### src/rtl/viterbi_traceback_ctrl_if.sv
// Column-in / symbol-out handshake bundle for the Viterbi traceback controller.
// The slave modport is the controller; the master modport is its environment.
interface viterbi_traceback_ctrl_if #(
  parameter int MW = 4
) ();
  logic          in_valid;
  logic          in_ready;
  logic [8*MW-1:0] in_metric;
  logic [23:0]   in_hist;
  logic          out_valid;
  logic          out_ready;
  logic          out_bit;
  logic          out_last;

  modport master (
    output in_valid, in_metric, in_hist, out_ready,
    input  in_ready, out_valid, out_bit, out_last
  );

  modport slave (
    input  in_valid, in_metric, in_hist, out_ready,
    output in_ready, out_valid, out_bit, out_last
  );
endinterface

### src/rtl/viterbi_traceback_ctrl.sv
// Buffers N trellis columns, finds the best end state serially over 8 cycles,
// walks survivor history backwards and streams the decoded bits oldest first.
module viterbi_traceback_ctrl #(
  parameter int N  = 8,
  parameter int MW = 4
) (
  input  logic clk,
  input  logic rst,
  viterbi_traceback_ctrl_if.slave bus,
  output logic busy
);
  localparam int PW = $clog2(N);
  localparam logic [PW-1:0] LAST_POS = PW'(N - 1);
  localparam logic [PW-1:0] FIRST_J  = PW'(N - 2);

  typedef enum logic [1:0] {FILL, FIND, TRACE, EMIT} state_t;

  state_t state, state_next;

  logic [PW-1:0] col;
  logic [PW-1:0] pos;
  logic [2:0]    k;
  logic [2:0]    cur;
  logic [2:0]    best_state;
  logic [2:0]    final_state;
  logic [2:0]    next_cur;
  logic [MW-1:0] best;
  logic [MW-1:0] metric [8];
  logic [2:0]    hist [N][8];
  logic [N-1:0]  sym;
  logic          in_ready_q;
  logic          in_fire;

  assign bus.in_ready = in_ready_q;
  assign in_fire      = bus.in_valid & in_ready_q;

  // The k=7 compare and the traceback start must agree in the same edge.
  assign final_state = (metric[7] < best) ? 3'd7 : best_state;
  assign next_cur    = hist[pos + PW'(1)][cur];

  always_ff @(posedge clk) begin
    if (rst) state <= FILL;
    else     state <= state_next;
  end

  always_comb begin
    state_next    = state;
    busy          = 1'b0;
    bus.out_valid = 1'b0;
    bus.out_bit   = 1'b0;
    bus.out_last  = 1'b0;
    case (state)
      FILL: begin
        if (in_fire && col == LAST_POS) state_next = FIND;
      end
      FIND: begin
        busy = 1'b1;
        if (k == 3'd7) state_next = TRACE;
      end
      TRACE: begin
        busy = 1'b1;
        if (pos == '0) state_next = EMIT;
      end
      EMIT: begin
        busy          = 1'b1;
        bus.out_valid = 1'b1;
        bus.out_bit   = sym[pos];
        bus.out_last  = (pos == LAST_POS);
        if (bus.out_ready && pos == LAST_POS) state_next = FILL;
      end
      default: state_next = FILL;
    endcase
  end

  // Column storage needs no reset: col is cleared, so stale entries are never read.
  always_ff @(posedge clk) begin
    if (in_fire) begin
      for (int s = 0; s < 8; s++) hist[col][s] <= bus.in_hist[s*3 +: 3];
      if (col == LAST_POS) begin
        for (int s = 0; s < 8; s++) metric[s] <= bus.in_metric[s*MW +: MW];
      end
    end
  end

  always_ff @(posedge clk) begin
    if (rst) begin
      col        <= '0;
      pos        <= '0;
      k          <= '0;
      cur        <= '0;
      best       <= '0;
      best_state <= '0;
      sym        <= '0;
      in_ready_q <= 1'b0;
    end else begin
      in_ready_q <= (state_next == FILL);
      case (state)
        FILL: begin
          if (in_fire) begin
            if (col == LAST_POS) begin
              col <= '0;
              k   <= '0;
            end else begin
              col <= col + PW'(1);
            end
          end
        end
        FIND: begin
          if (k == 3'd0) begin
            best       <= metric[0];
            best_state <= 3'd0;
          end else if (metric[k] < best) begin
            best       <= metric[k];
            best_state <= k;
          end
          k <= k + 3'd1;
          if (k == 3'd7) begin
            cur        <= final_state;
            sym[N-1]   <= final_state[2];
            pos        <= FIRST_J;
          end
        end
        TRACE: begin
          sym[pos] <= next_cur[2];
          cur      <= next_cur;
          if (pos != '0) pos <= pos - PW'(1);
        end
        EMIT: begin
          if (bus.out_ready) pos <= (pos == LAST_POS) ? '0 : pos + PW'(1);
        end
        default: ;
      endcase
    end
  end
endmodule
### src/flat_wrapper.sv
// flat-port wrapper written by rule: the top's interface ports become plain ports
module viterbi_traceback_ctrl_flat 
#(
  parameter int N  = 8,
  parameter int MW = 4
)
  (clk, rst, busy, bus_in_valid, bus_in_metric, bus_in_hist, bus_out_ready, bus_in_ready, bus_out_valid, bus_out_bit, bus_out_last);
  viterbi_traceback_ctrl_if #(.MW(MW)) bus_i ();
  input  logic clk;
  input  logic rst;
  output logic busy;
  input wire logic [$bits(bus_i.in_valid)-1:0] bus_in_valid;
  input wire logic [$bits(bus_i.in_metric)-1:0] bus_in_metric;
  input wire logic [$bits(bus_i.in_hist)-1:0] bus_in_hist;
  input wire logic [$bits(bus_i.out_ready)-1:0] bus_out_ready;
  output wire logic [$bits(bus_i.in_ready)-1:0] bus_in_ready;
  output wire logic [$bits(bus_i.out_valid)-1:0] bus_out_valid;
  output wire logic [$bits(bus_i.out_bit)-1:0] bus_out_bit;
  output wire logic [$bits(bus_i.out_last)-1:0] bus_out_last;
  assign bus_i.in_valid = bus_in_valid;
  assign bus_i.in_metric = bus_in_metric;
  assign bus_i.in_hist = bus_in_hist;
  assign bus_i.out_ready = bus_out_ready;
  assign bus_in_ready = bus_i.in_ready;
  assign bus_out_valid = bus_i.out_valid;
  assign bus_out_bit = bus_i.out_bit;
  assign bus_out_last = bus_i.out_last;
  viterbi_traceback_ctrl #(.N(N), .MW(MW)) u_core (.clk(clk), .rst(rst), .bus(bus_i), .busy(busy));
endmodule
### config.mk
export PLATFORM = sky130hd
export DESIGN_NAME = viterbi_traceback_ctrl_flat
export DESIGN_NICKNAME = d
export VERILOG_FILES = /design/src/rtl/viterbi_traceback_ctrl_if.sv /design/src/rtl/viterbi_traceback_ctrl.sv /design/src/flat_wrapper.sv
export SDC_FILE = /design/constraint.sdc
export NUM_CORES = 1
export LEC_CHECK = 0
export CAP_MARGIN = 20
export CORE_AREA = 2 2 156 158
export DETAILED_ROUTE_END_ITERATION = 12
export DIE_AREA = 0 0 158 160
export PLACE_DENSITY = 0.67
export SLEW_MARGIN = 20
export SYNTH_ARGS = -nofsm -noshare
export SYNTH_HDL_FRONTEND = slang
export SYNTH_SLANG_ARGS = --single-unit
### constraint.sdc
create_clock -name clk -period 4.6 [get_ports clk]
set_clock_uncertainty 0.2 [all_clocks]
set_input_delay 0.92 -clock clk [delete_from_list [all_inputs] [get_ports clk]]
set_output_delay 0.92 -clock clk [all_outputs]
set_load 0.02 [all_outputs]
==> load_flow_metrics.sql <==
INSERT INTO impl_metrics (metric_group, metric, value, unit) VALUES
('outcome', 'run_status', 'finished, final reports clean', ''),
('power', 'power.combinational.fraction', '0.023', ''),
('cts', 'clock_latency_of_the_later_clocked_register_in_the_worst_skew_pair', '510', 'ps'),
('yosys', 'ffs_w_async_s_r_synth', '0', ''),
('worst_setup_path', 'cp_data_required_time', '3480', 'ps'),
('worst_setup_path', 'worstSetupPathType', 'flop to output port', ''),
('global_routing', 'grt_first_pass_wirelength', '33.2', 'mm'),
('power', 'total_leakage_power', '3.83', 'nW'),
('place', 'gp_congestion', '0.762', ''),
('yosys', 'synth.top_cells.by_area', 'edfxtp_1, mux4_2, dfxtp_1', ''),
('finish', 'nNetsFinal', '748', ''),
('power', 'internal_power', '3.79', 'mW'),
('cts', 'clock_tree.htree_level_count', '1', ''),
('cts', 'clock-root-buffer', 'clkbuf_16', ''),
('sta', 'maxSlewViolCount', '0', ''),
('yosys', 'post_synth_instance_area', '0.0105', 'sq mm'),
('detailed_routing', 'drt_iter0_markers', '484', ''),
('cts', 'cts.hold.buffers_added', '0', ''),
('power', 'power_frac_seq', '0.547', ''),
('yosys', 'synth_top_area_share', '0.643', ''),
('place', 'io_buffer_count', '64', ''),
('yosys', 'nets_in_the_synthesized_netlist', '668', ''),
('floorplan', 'die_area', '0.0253', 'sq mm'),
('cts', 'clock_sink_count', '257', ''),
('cts', 'clk_pin_slew_worst_paths', '70', 'ps'),
('sta', 'final_period_demand_of_the_worst_path', '3730', 'ps'),
('global_routing', 'grt_usage', '0.171', ''),
('global_routing', 'antenna_found_initial', '2', ''),
('detailed_routing', 'drt-wirelength-per-cell', '20.7', 'um'),
('floorplan', 'row_count', '57', ''),
('sta', 'setup_viol', '0', ''),
('yosys', 'syn_avg_cell_area', '17.6', 'sq um'),
('worst_hold_path', 'worstHoldPathType', 'flop to flop', ''),
('sta', 'final_critical_path_setup_slack', '870', 'ps'),
('detailed_routing', 'routed_via_count_divided_by_cell_count', '5.50', ''),
('sta', 'worst_pin_slew', '967', 'ps'),
('power', 'pwr_density_cell', '378', 'mW/mm^2'),
('sta', 'fin_setup_tns', '0', 'ps'),
('global_routing', 'number_of_global_route_vias_before_repair', '5897', ''),
('power', 'clock_power_share', '0.429', ''),
('yosys', 'yosysTopAreaCell', 'edfxtp_1', ''),
('sta', 'max_slew_margin', '0.355', ''),
('floorplan', 'placeableCoreArea', '0.0238', 'sq mm'),
('cts', 'cts_buffers', '26', ''),
('global_routing', 'pin_count_of_the_biggest_net_entering_global_routing', '56', ''),
('yosys', 'synthesis.instances', '593', ''),
('yosys', 'ys_seq_elements', '257', ''),
('floorplan', 'floorplan.die.height', '160', 'um'),
('yosys', 'yosysUniqueCellTypes', '49', ''),
('floorplan', 'io_pins', '65', ''),
('place', 'post-dp-hpwl', '12.6', 'mm'),
('finish', 'fillers', '1928', ''),
('detailed_routing', 'drt-total-wl', '21.1', 'mm'),
('finish', 'n_antenna_cell', '0', ''),
('detailed_routing', 'first_pass_iteration_count_of_the_detailed_router', '5', ''),
('power', 'vdd_drop_max', '0.283', 'mV'),
('cts', 'cts.path.max_buffers', '3', ''),
('sta', 'min_period_over_period', '0.811', ''),
('worst_setup_path', 'critPathCaptureType', 'output port', ''),
('power', 'switching_share', '0.190', ''),
('yosys', 'synth.yosys.seq_area_share', '0.707', ''),
('cts', 'cts_resized', '0', ''),
('floorplan', 'die_w', '158', 'um'),
('worst_setup_path', 'critical_path_peak_fanout', '55', ''),
('detailed_routing', 'final_antenna_net_count', '0', ''),
('run', 'max-cap-violations', '0', ''),
('finish', 'area_delta_synth_final', '18.1', '%'),
('power', 'switching_power', '0.887', 'mW'),
('yosys', 'synth_flop_cell', 'edfxtp_1', ''),
('floorplan', 'initial_utilization', '0.439', ''),
('finish', 'final_layout_size_suffix_gt1_frac', '0.188', ''),
('global_routing', 'overflow', '0', ''),
('yosys', 'number_of_enable_type_register_cells_in_the_synthesized_netlist', '224', ''),
('place', 'placement.setup.worst_slack', '1170', 'ps'),
('worst_setup_path', 'worst_setup_path_start_kind', 'flop', ''),
('sta', 'fmaxAchievable', '268', 'MHz'),
('cts', 'cts_setup_buffers', '0', ''),
('yosys', 'yosys_warnings', '0', ''),
('worst_setup_path', 'critPathArrivalTime', '2610', 'ps'),
('cts', 'tritoncts', 'done', ''),
('detailed_routing', 'num_vias', '5598', ''),
('detailed_routing', 'drc', '0', ''),
('sta', 'rsz0062_at_grt', 'false', ''),
('sta', 'report.final.hold_viol_count', '0', ''),
('finish', 'final_core_util', '0.518', '');
==> critical path, cell delays in order, from the launching register on <==
cell,delay (ps)
dfxtp_4,360
buf_4,730
nand2_1,130
a21boi_0,230
clkdlybuf4s50_1,640
==> registers in the layout, summed over array words and instances (netlist names), named ones only <==
register / count
u_core.hist: 192
u_core.best_state: 3
u_core.best: 4
u_core.col: 3
u_core.bus.in_ready: 1
u_core.sym: 8
u_core.metric: 32
u_core.state: 2
u_core.cur: 3
u_core.k: 3
u_core.pos: 3
==> cell usage in the layout, fill, tap and decap left out, drive strengths merged, types with 3 or more instances in the layout <==
cell / synthesis / routed
edfxtp: 224 / 224
clkdlybuf4s50: 0 / 64
mux4: 55 / 55
nor2: 40 / 40
dfxtp: 33 / 33
clkbuf: 14 / 31
mux2i: 27 / 27
nand2: 24 / 24
buf: 14 / 16
ha: 15 / 15
nand3: 14 / 14
nor3: 14 / 14
clkinv: 0 / 14
nor2b: 11 / 11
nand2b: 10 / 10
a21oi: 10 / 10
o21ai: 10 / 10
inv: 9 / 9
mux2: 8 / 8
nand3b: 8 / 8
a22oi: 8 / 8
nand4: 5 / 5
and2: 4 / 4
nor4: 4 / 4
or2: 3 / 3
a211oi: 3 / 3
a21o: 3 / 3
o21a: 3 / 3
o22ai: 3 / 3
==> layer usage <==
| layer | routed length, um | share of wire | up-vias | GRT usage |
|---|---|---|---|---|
| met5 | 23 | 0.0011 | - | 0 |
| met2 | 10300 | 0.49 | 173 | 0.284 |
| met3 | 1390 | 0.066 | 46 | 0.0342 |
| li1 | - | - | 2530 | - |
| met4 | 495 | 0.023 | 4 | 0.0504 |
| met1 | 8850 | 0.42 | 2845 | 0.230 |
==> power groups by stage <==
stage               combinational [mW]  sequential, mW  clock, mW
finish                           0.109            2.56       2.00
global route                     0.118            2.56       2.16
detailed placement               0.110            2.61          0
global placement                 0.105            2.61          0
floorplan                       0.0239            2.61          0
CTS                              0.110            2.56       2.05
==> final timing paths <==
path	endpoint	startpoint	cells after the start	slack, ps
worst min register to register	u_core.best_state[0]	u_core.k[0]	2	290
worst max-delay path	bus_out_bit	u_core.pos[0]	4	870
worst max register to register	u_core.sym[0]	u_core.pos[1]	9	1140
worst min-delay path	u_core.best_state[0]	u_core.k[0]	2	290
==> metrics by stage <==
stage	instances	power (mW)	area [sq um]	hold WS, ps
after floorplan	593	2.63	10500	246
after global placement	968	2.71	11500	266
after detailed placement	968	2.72	11500	273
after CTS	1016	4.72	12300	285
after global routing	1017	4.83	12400	303
final	1017	4.67	12400	285
==> area by class of cell <==
| type | count | area (sq um) | area share |
|---|---|---|---|
| clock buffers | 31 | 691 | 0.0559 |
| clock inverters | 17 | 130 | 0.0105 |
| repair buffers | 80 | 781 | 0.0632 |
| multi-input cells | 299 | 2920 | 0.236 |
| well taps | 324 | 405 | 0.0328 |
| inverters | 9 | 33.8 | 0.00274 |
| flip-flops and latches | 257 | 7390 | 0.598 |
==> cells in the mapped netlist, types with 3 or more instances <==
cell,count
mux2i_1,27
nor2_1,40
clkbuf_1,13
a21oi_1,10
edfxtp_1,224
a22oi_1,7
and2_1,4
mux4_2,53
nor3_1,14
nand3b_1,8
nand4_1,5
or2_2,3
buf_2,8
nor2b_1,10
dfxtp_1,33
buf_4,4
ha_1,15
o21ai_0,10
nor4_1,4
nand3_1,14
mux2_2,8
nand2_1,24
inv_1,9
a211oi_1,3
nand2b_1,10
a21o_1,3
==> cells by family after synthesis <==
logic type | Yosys count | synth area share
fa+ha+maj | 15 | 0.0180
mux | 90 | 0.154
flops | 257 | 0.707
simple gates | 140 | 0.0671
buf+inv | 37 | 0.0168
compound gates | 54 | 0.0378
(Power assumes the default switching activity.)
